$ cat src/rtl/ball_ctrl.sv
// ball_ctrl: per-frame ball motion engine (serve delay, step, collision resolve, goal detect).
// Latency: an accepted frame tick commits the new ball/velocity/pulses 3 cycles later; busy_o covers the 2 cycles in between.
// Backpressure: none; ticks arriving while busy or paused are dropped, never queued.
// Ports: clk_i/rst_ni clock and async active-low reset; frame_tick_i, pause_i control;
//        player_i/enemy_i paddle rectangles; ball_o ball rectangle; busy_o and one-cycle event pulses.

package ball_pkg;
  typedef struct packed {
    logic [11:0] x_pos;
    logic [11:0] y_pos;
    logic [11:0] right;
    logic [11:0] bottom;
  } sprite_t;
endpackage

module ball_ctrl
  import ball_pkg::*;
#(
  parameter int SCREEN_H_RES  = 640,
  parameter int SCREEN_V_RES  = 480,
  parameter int SCREEN_BORDER = 10,
  parameter int BALL_SIDE     = 10,
  parameter int SPEED_W       = 5,
  parameter int SERVE_DELAY   = 60
) (
  input  logic    clk_i,
  input  logic    rst_ni,
  input  logic    frame_tick_i,
  input  logic    pause_i,
  input  sprite_t player_i,
  input  sprite_t enemy_i,
  output sprite_t ball_o,
  output logic    busy_o,
  output logic    paddle_hit_o,
  output logic    wall_hit_o,
  output logic    score_player_o,
  output logic    score_enemy_o
);

  localparam int CW    = 12;
  localparam int CNT_W = $clog2(SERVE_DELAY + 1);

  typedef logic signed [CW-1:0]      coord_t;
  typedef logic signed [SPEED_W-1:0] speed_t;

  localparam coord_t SIDE      = coord_t'(BALL_SIDE);
  localparam coord_t HALF_BALL = coord_t'(BALL_SIDE / 2);
  localparam coord_t CX0       = coord_t'((SCREEN_H_RES - BALL_SIDE) / 2);
  localparam coord_t CY0       = coord_t'((SCREEN_V_RES - BALL_SIDE) / 2);
  localparam coord_t TOP       = coord_t'(SCREEN_BORDER);
  localparam coord_t BOT       = coord_t'(SCREEN_V_RES - SCREEN_BORDER);
  localparam coord_t HRES      = coord_t'(SCREEN_H_RES);
  localparam coord_t ZERO      = coord_t'(0);
  localparam coord_t PAD_MID   = coord_t'(25);  // half of a 50 px paddle
  localparam coord_t SLOW_WIN  = coord_t'(8);   // |off| window that returns a shallow bounce

  localparam speed_t VX_R    = speed_t'(4);
  localparam speed_t VX_L    = speed_t'(-4);
  localparam speed_t VY_SLOW = speed_t'(1);
  localparam speed_t VY_FAST = speed_t'(5);

  typedef enum logic [1:0] {S_SERVE, S_MOVE, S_STEP, S_RESOLVE} state_t;

  state_t           state_q, state_d;
  logic [CNT_W-1:0] cnt_q, cnt_d;
  coord_t           x_q, x_d, y_q, y_d;
  coord_t           cx_q, cx_d, cy_q, cy_d;
  speed_t           vx_q, vx_d, vy_q, vy_d;
  logic             paddle_hit_q, paddle_hit_d, wall_hit_q, wall_hit_d;
  logic             score_player_q, score_player_d, score_enemy_q, score_enemy_d;

  logic   accept;
  logic   hit_e, hit_p, vy_neg;
  coord_t pad_y, off;
  speed_t vy_mag, vy_pad, vy_res;

  function automatic logic overlap(input sprite_t p, input coord_t x, input coord_t y);
    return (x < coord_t'(p.right)) && ((x + SIDE) > coord_t'(p.x_pos)) &&
           (y < coord_t'(p.bottom)) && ((y + SIDE) > coord_t'(p.y_pos));
  endfunction

  function automatic coord_t sext(input speed_t v);
    return coord_t'({{(CW-SPEED_W){v[SPEED_W-1]}}, v});
  endfunction

  function automatic speed_t vabs(input speed_t v);
    return v[SPEED_W-1] ? -v : v;
  endfunction

  assign accept = frame_tick_i && !pause_i;

  // Paddle contact and vertical shaping; enemy wins if both could match.
  always_comb begin
    hit_e  = vx_q[SPEED_W-1] && overlap(enemy_i, cx_q, cy_q);
    hit_p  = !hit_e && !vx_q[SPEED_W-1] && (vx_q != '0) && overlap(player_i, cx_q, cy_q);
    pad_y  = hit_e ? coord_t'(enemy_i.y_pos) : coord_t'(player_i.y_pos);
    off    = (cy_q + HALF_BALL) - (pad_y + PAD_MID);
    // A dead-centre hit keeps the current vertical direction.
    vy_neg = (off == ZERO) ? vy_q[SPEED_W-1] : off[CW-1];
    vy_mag = ((off <= SLOW_WIN) && (off >= -SLOW_WIN)) ? VY_SLOW : VY_FAST;
    vy_pad = vy_neg ? -vy_mag : vy_mag;
  end

  always_comb begin
    state_d        = state_q;
    cnt_d          = cnt_q;
    x_d            = x_q;
    y_d            = y_q;
    cx_d           = cx_q;
    cy_d           = cy_q;
    vx_d           = vx_q;
    vy_d           = vy_q;
    vy_res         = vy_q;
    paddle_hit_d   = 1'b0;
    wall_hit_d     = 1'b0;
    score_player_d = 1'b0;
    score_enemy_d  = 1'b0;
    case (state_q)
      S_SERVE: begin
        if (accept) begin
          if (cnt_q == CNT_W'(SERVE_DELAY - 1)) begin
            cnt_d   = '0;
            state_d = S_MOVE;
          end else begin
            cnt_d = cnt_q + 1'b1;
          end
        end
      end
      S_MOVE: begin
        if (accept) state_d = S_STEP;
      end
      S_STEP: begin
        if (!pause_i) begin
          cx_d    = x_q + sext(vx_q);
          cy_d    = y_q + sext(vy_q);
          state_d = S_RESOLVE;
        end
      end
      S_RESOLVE: begin
        if (!pause_i) begin
          x_d     = cx_q;
          y_d     = cy_q;
          state_d = S_MOVE;
          if (hit_e) begin
            x_d          = coord_t'(enemy_i.right);
            vx_d         = VX_R;
            vy_res       = vy_pad;
            paddle_hit_d = 1'b1;
          end else if (hit_p) begin
            x_d          = coord_t'(player_i.x_pos) - SIDE;
            vx_d         = VX_L;
            vy_res       = vy_pad;
            paddle_hit_d = 1'b1;
          end else if (cx_q <= ZERO) begin
            score_player_d = 1'b1;
          end else if ((cx_q + SIDE) >= HRES) begin
            score_enemy_d = 1'b1;
          end

          if (score_player_d || score_enemy_d) begin
            // Re-serve toward the side that just conceded.
            x_d     = CX0;
            y_d     = CY0;
            vx_d    = score_player_d ? VX_L : VX_R;
            vy_d    = VY_SLOW;
            cnt_d   = '0;
            state_d = S_SERVE;
          end else begin
            // Border clamp runs after paddle shaping so a corner hit applies both.
            vy_d = vy_res;
            if (cy_q < TOP) begin
              y_d        = TOP;
              vy_d       = vabs(vy_res);
              wall_hit_d = 1'b1;
            end else if ((cy_q + SIDE) > BOT) begin
              y_d        = BOT - SIDE;
              vy_d       = -vabs(vy_res);
              wall_hit_d = 1'b1;
            end
          end
        end
      end
      default: state_d = S_SERVE;
    endcase
  end

  always_ff @(posedge clk_i or negedge rst_ni) begin
    if (!rst_ni) begin
      state_q        <= S_SERVE;
      cnt_q          <= '0;
      x_q            <= CX0;
      y_q            <= CY0;
      cx_q           <= CX0;
      cy_q           <= CY0;
      vx_q           <= VX_R;
      vy_q           <= VY_SLOW;
      paddle_hit_q   <= 1'b0;
      wall_hit_q     <= 1'b0;
      score_player_q <= 1'b0;
      score_enemy_q  <= 1'b0;
    end else begin
      state_q        <= state_d;
      cnt_q          <= cnt_d;
      x_q            <= x_d;
      y_q            <= y_d;
      cx_q           <= cx_d;
      cy_q           <= cy_d;
      vx_q           <= vx_d;
      vy_q           <= vy_d;
      paddle_hit_q   <= paddle_hit_d;
      wall_hit_q     <= wall_hit_d;
      score_player_q <= score_player_d;
      score_enemy_q  <= score_enemy_d;
    end
  end

  assign ball_o         = '{x_pos: x_q, y_pos: y_q, right: x_q + SIDE, bottom: y_q + SIDE};
  assign busy_o         = (state_q == S_STEP) || (state_q == S_RESOLVE);
  assign paddle_hit_o   = paddle_hit_q;
  assign wall_hit_o     = wall_hit_q;
  assign score_player_o = score_player_q;
  assign score_enemy_o  = score_enemy_q;

endmodule

$ cat config.mk
export PLATFORM = sky130hd
export DESIGN_NAME = ball_ctrl
export DESIGN_NICKNAME = d
export VERILOG_FILES = /design/src/rtl/ball_ctrl.sv
export SDC_FILE = /design/constraint.sdc
export NUM_CORES = 1
export LEC_CHECK = 0
export CORE_MARGIN = 2
export CORE_UTILIZATION = 49
export CTS_CLUSTER_DIAMETER = 40
export DETAILED_ROUTE_END_ITERATION = 10
export GPL_TIMING_DRIVEN = 0
export PLACE_DENSITY_LB_ADDON = 0.25
export SKIP_CTS_REPAIR_TIMING = 1
export SKIP_LAST_GASP = 1
export SLEW_MARGIN = 20
export SYNTH_ARGS = -nofsm -noshare
export SYNTH_HDL_FRONTEND = slang
export SYNTH_SLANG_ARGS = --single-unit
$ cat constraint.sdc
create_clock -name clk_i -period 8.2 [get_ports clk_i]
set_input_delay 1.23 -clock clk_i [delete_from_list [all_inputs] [get_ports clk_i]]
set_output_delay 1.23 -clock clk_i [all_outputs]
set_load 0.02 [all_outputs]
==> results.ini, run 1 <==
[power]
p_comb_share_pct=72.0
switching_share_pct=50.3
ir_drop_uv=290
p_leak_nw=5.03
power_frac_seq_pct=18.5
power_frac_clock_pct=9.5
internal_power_w=0.00207
finalPower_w=0.00417
p_per_area_nw_per_um2=393
switchingPower_w=0.00210

[setup_path]
arrival_ps=8030
required_ps=8420
cp-end-kind=flop
slowest_delay_ps=600
critPathCapture=vy_q[2]
rrSetupSlack_ps=390
cpMostUsedCell=ha_1
rr_worst_depth=33
setup.worst_path.start=cx_q[5]
path_class=flop to flop
r2r_start=cx_q[5]
startpoint_type=flop
cp_slowest_cell=or4b_4
crit_fanout=10
rr_endpoint=vy_q[2]

[cells_and_area]
fin_nets=1462
drive_above_1_share_pct=8.37
design_area_um2=10600
antenna_cells=0
syn2layout_area_growth_pct=28.3

[place]
gp_congestion=0.963
hpwl_um=20300
portBuffers=152
placed_cell_area_um2=10100
dpl_worst_slack_ps=-1080

[timing]
worstMarginPinSlew_ps=729
period_share_pct=95.2
max_freq_mhz=128
layout_setup_ws_ps=391
finalSetupViolCount=0
max_slew_margin_pct=51.0
report.final.slew_viol_count=0
period_minus_slack_ps=7810
finalHoldViolations=0
skew_ps=7.27

[route]
vias=8223
initialDrtViolationCount=560
totalWireLength_um=24800
dr.pass1.iters=5
ant_nets=0
wl_per_cell_um=17.2
vias_per_cell=5.72
drc=0

[floorplanning]
start_util_pct=50.0
die-area_um2=17900
fp.dieW_um=134
ios=153
core-area_um2=16500
row_count=47
fp.dieH_um=134

[grt]
grt_pass1_vias=7944
grt.total_usage_pct=28.0
grt_max_degree=51
grt-ovfl-total=0
grt_first_pass_wirelength_um=40300
grt_antenna_before_repair=0

[synthesis]
syn-num-nets=1289
yosysWarnings=0
synth_area_um2=8270
synth_top_area_cell=ha_1
synth_edf_count=0
synthTopCellsByArea=ha_1 22%, dfrtp_1 12%, dfstp_2 7.9%, inv_1 6.7%, xnor2_1 5.5%
async_reset_ff_share_pct=100
netlist.area_leader.share_pct=22.1
synth_cell_types=74
ys.flop_type=dfrtp_1
avgSynthCellArea_um2=7.95
ys_seq_elements=66
synth_common_cells=148 x inv_1, 146 x ha_1, 86 x nand2_1
ys_seq_area_share_pct=20.4
synth_cells=1040
synth.most_common_cell=inv_1

[clock_tree]
clock_sinks=66
htree_levels=3
cts_root_buffer=clkbuf_16
tritoncts=done
clockBufferDepth=2
clk_pin_slew_ps=50
insertion_delay_ps=330
cts_buffers=9

[status]
outcome=finished, final reports clean

[min_path]
hp-class=flop to flop

[job]
cap_viol_max_count=0

[worst min path at each step]
stage                        start       end  slack (ps)  depth (start not counted)
after detailed placement  cnt_q[1]  cnt_q[1]         510                          2
after floorplan           cnt_q[1]  cnt_q[1]         470                          2
after CTS                   y_q[0]    y_q[0]         520                          2
after global routing      cnt_q[1]  cnt_q[1]         540                          2
final                       y_q[0]    y_q[0]         510                          2
after global placement      y_q[0]    y_q[0]         500                          2
[cells by family (layout without fill, tap and decap cells)]
family | Yosys count | in the layout | share of synthesized area, %
flops | 66 | 66 | 20.4
fa+ha+maj | 149 | 149 | 22.8
buf+inv | 181 | 359 | 8.40
xor+xnor | 72 | 72 | 7.63
compound gates | 278 | 278 | 22.1
simple gates | 284 | 284 | 17.4
mux | 10 | 10 | 1.26
[flip-flops by register name, summed over array words and instances (netlist names)]
signal	count
cx_q	12
vy_q	5
cy_q	12
wall_hit_o	1
cnt_q	6
score_enemy_o	1
vx_q	1
y_q	12
x_q	12
score_player_o	1
paddle_hit_o	1
state_q	2
[per-stage QoR]
step / hold WS [ps] / utilization, % / TNS [ps] / cells
5_1_grt: 535 / 64.2 / -39.1 / 1438
2_1_floorplan: 473 / - / 0 / 1040
3_3_place_gp: 499 / 60.9 / -3020 / 1412
3_5_place_dp: 505 / 61.1 / -3150 / 1413
4_1_cts: 516 / 62.9 / -3310 / 1429
6_report: 514 / 64.2 / 0 / 1438
[critical path, delay by kind of cell (launching register included)]
kind | cells | cell delay, ps
and+or+nand+nor | 11 | 2700
adders and majority gates | 6 | 1690
AOI/OAI and AO/OA | 9 | 1440
DFF | 1 | 560
xor gates and xnor gates | 3 | 530
buffers and inverters | 2 | 390
muxes | 2 | 350
[metal layers]
| layer | vias up | GRT usage (%) | wire [um] |
|---|---|---|---|
| met5 | - | 0 | 0 |
| met1 | 3866 | 37.0 | 11100 |
| met2 | 284 | 48.0 | 11700 |
| met3 | 41 | 4.08 | 1480 |
| met4 | 0 | 7.15 | 490 |
| li1 | 4032 | - | - |
[cells in the final DEF (no fill, tap or decap), types with 11 or more instances in the layout]
master           instances
o21ai_1                 11
nor3_1                  17
a221oi_1                12
a21oi_1                 59
inv_1                  148
xor2_1                  20
o21ai_0                 75
clkdlybuf4s50_1        151
dfstp_2                 25
nand2b_1                17
nor2_1                  57
clkbuf_1                22
nand3_1                 17
dfrtp_1                 41
nand4_1                 18
ha_1                   145
a31oi_1                 13
xnor2_1                 51
nor2b_1                 11
buf_4                   14
nand2_1                 85
a21o_1                  22
[power groups by stage]
stage | combinational, W | sequential [W] | clock [W]
floorplan | 0.00200 | 0.000718 | 0
global placement | 0.00280 | 0.000761 | 0
detailed placement | 0.00286 | 0.000763 | 0
CTS | 0.00288 | 0.000760 | 0.000400
global route | 0.00336 | 0.000789 | 0.000414
finish | 0.00300 | 0.000770 | 0.000396
[final cells by class]
type	instances	area, um^2
sequential	66	1680
clock buffer	14	274
multi-input combinational	793	6010
inverter	148	556
fill	1439	5920
tap	220	275
buffer	32	153
timing repair buffer	163	1620
clock inverter	2	35.0
Note: power is estimated with default switching activity, not from simulation.
==> inputs of run 2 (changes only) <==
--- a/config.mk
+++ b/config.mk
@@ -9,6 +9,7 @@
 export CORE_UTILIZATION = 49
 export CTS_CLUSTER_DIAMETER = 40
 export DETAILED_ROUTE_END_ITERATION = 10
+export GPL_ROUTABILITY_DRIVEN = 0
 export GPL_TIMING_DRIVEN = 0
 export PLACE_DENSITY_LB_ADDON = 0.25
 export SKIP_CTS_REPAIR_TIMING = 1
==> results.ini, run 2 (synthesized netlist as in run 1, its figures left out) <==
[cells_and_area]
drive_above_1_share_pct=8.29  ; was 8.37%
fin_nets=1463  ; was 1462
final_cell_mix=151 x clkdlybuf4s50_1, 148 x inv_1, 145 x ha_1  ; unchanged
mostFrequentLayoutCell=clkdlybuf4s50_1  ; unchanged
utilization_pct=63.8  ; was 64.2%
syn2layout_area_growth_pct=27.6  ; was 28.3%
fill_cells=1476  ; was 1439
antenna_cells=0  ; unchanged
design_area_um2=10600  ; about the same
fin_cells=1438  ; unchanged

[route]
wl_per_cell_um=17.1  ; was 17.2 um
initialDrtViolationCount=574  ; was 560
vias=8198  ; was 8223
vias_per_cell=5.70  ; was 5.72
ant_nets=0  ; unchanged
totalWireLength_um=24700  ; was 24800 um
dr.pass1.iters=5  ; unchanged
drc=0  ; unchanged

[setup_path]
crit_fanout=10  ; unchanged
startpoint_type=primary input  ; was flop
cp-end-kind=flop  ; unchanged
required_ps=8420  ; about the same
rrSetupSlack_ps=400  ; was 390 ps
cpMostUsedCell=ha_1  ; unchanged
rr_worst_depth=33  ; unchanged
path_class=primary input to flop  ; was flop to flop
crit_family=compound AO/OA/AOI/OAI gates  ; was simple AND/OR/NAND/NOR gates
cp_slowest_cell=or4_4  ; was or4b_4
critPathBufInv=3  ; was 2
arrival_ps=8030  ; about the same
r2r_start=cx_q[1]  ; was cx_q[5]
slowest_delay_ps=550  ; was 600 ps
rr_endpoint=vy_q[2]  ; unchanged

[clock_tree]
clockBufferDepth=2  ; unchanged
clock_sinks=66  ; unchanged
tritoncts=done  ; unchanged
cts_buffers=9  ; unchanged
clk_pin_slew_ps=50  ; about the same
cts_root_buffer=clkbuf_16  ; unchanged
htree_levels=3  ; unchanged
insertion_delay_ps=330  ; about the same

[timing]
max_slew_margin_pct=50.7  ; was 51.0%
period_minus_slack_ps=7810  ; about the same
finalSetupViolCount=0  ; unchanged
max_freq_mhz=128  ; about the same
report.final.slew_viol_count=0  ; unchanged
layout_setup_ws_ps=395  ; was 391 ps
tns_ps=0  ; unchanged
worstMarginPinSlew_ps=735  ; was 729 ps
skew_ps=5.39  ; was 7.27 ps
period_share_pct=95.2  ; about the same
finalHoldViolations=0  ; unchanged

[floorplanning]
row_count=47  ; unchanged
fp.dieW_um=134  ; unchanged
ios=153  ; unchanged
core-area_um2=16500  ; unchanged
start_util_pct=50.0  ; unchanged
die-area_um2=17900  ; unchanged
fp.dieH_um=134  ; unchanged

[grt]
grt.total_usage_pct=27.7  ; was 28.0%
grt_first_pass_wirelength_um=39600  ; was 40300 um
grt-ovfl-total=0  ; unchanged
grt_antenna_before_repair=0  ; unchanged
grt_max_degree=50  ; was 51
grt_pass1_vias=7950  ; was 7944

[place]
hpwl_um=20000  ; was 20300 um
placed_cell_area_um2=10100  ; unchanged
portBuffers=152  ; unchanged
dpl_worst_slack_ps=-874  ; was -1080 ps
place_inst=1413  ; unchanged

[power]
p_per_area_nw_per_um2=392  ; was 393 nW/um^2
p_leak_nw=5.00  ; was 5.03 nW
internal_power_w=0.00203  ; was 0.00207 W
p_comb_share_pct=72.9  ; was 72.0%
power_frac_clock_pct=8.6  ; was 9.5%
switchingPower_w=0.00210  ; about the same
switching_share_pct=50.8  ; was 50.3%
ir_drop_uv=255  ; was 290 uV
power_frac_seq_pct=18.5  ; about the same

[status]
outcome=finished, final reports clean  ; unchanged

[min_path]
min_to=cnt_q[1]  ; was y_q[0]
hp-class=flop to flop  ; unchanged
hp-start=cnt_q[1]  ; was y_q[0]
whs_path_depth=2  ; unchanged

[job]
cap_viol_max_count=0  ; unchanged

## run 2: per-stage QoR
| stage | hold WS, ps | power (W) |
|---|---|---|
| floorplan | 473 | 0.00272 |
| global placement | 496 | 0.00356 |
| detailed placement | 505 | 0.00363 |
| CTS | 515 | 0.00401 |
| global route | 535 | 0.00452 |
| finish | 514 | 0.00414 |
## run 2: cell type report
class                           count  area [um^2]  share of cell area, %
Multi-Input combinational cell    793         5990                   56.7
Sequential cell                    66         1680                   16.0
Timing Repair Buffer              163         1620                   15.4
Inverter                          148          556                   5.27
Tap cell                          220          275                   2.61
Clock buffer                       13          260                   2.47
Buffer                             33          156                   1.48
Clock inverter                      2         12.5                  0.119
## run 2: power by group through the flow
stage	sequential (W)	clock (W)	combinational (W)
floorplan	0.000718	0	0.00200
detailed placement	0.000762	0	0.00287
CTS	0.000759	0.000359	0.00289
finish	0.000764	0.000355	0.00302
global route	0.000785	0.000373	0.00336
global placement	0.000758	0	0.00280
## run 2: per-layer routing
layer	part of all wire [%]	up-vias	global-route usage, %
li1	-	4027	-
met1	44	3844	35.6
met2	47	275	47.3
met3	6.5	52	4.88
met4	2.3	0	8.39
met5	0	-	0
## run 2: worst min-delay path, delay by kind of cell (launching register included)
kind | cells | cell delay [ps]
flip-flops | 1 | 360
AND/OR/NAND/NOR | 1 | 50
AO/OA/AOI/OAI | 1 | 60
## run 2: how the worst max path moves through the flow
stage	from	cells after the start	to	slack (ps)
5_1_grt	cx_q[1]	33	vy_q[2]	-60
4_1_cts	cy_q[5]	34	vy_q[2]	-890
6_report	enemy_i[22]	30	vy_q[2]	390
3_3_place_gp	cx_q[4]	33	vy_q[2]	-760
3_5_place_dp	cy_q[5]	34	vy_q[2]	-870
2_1_floorplan	cy_q[5]	34	vy_q[2]	500
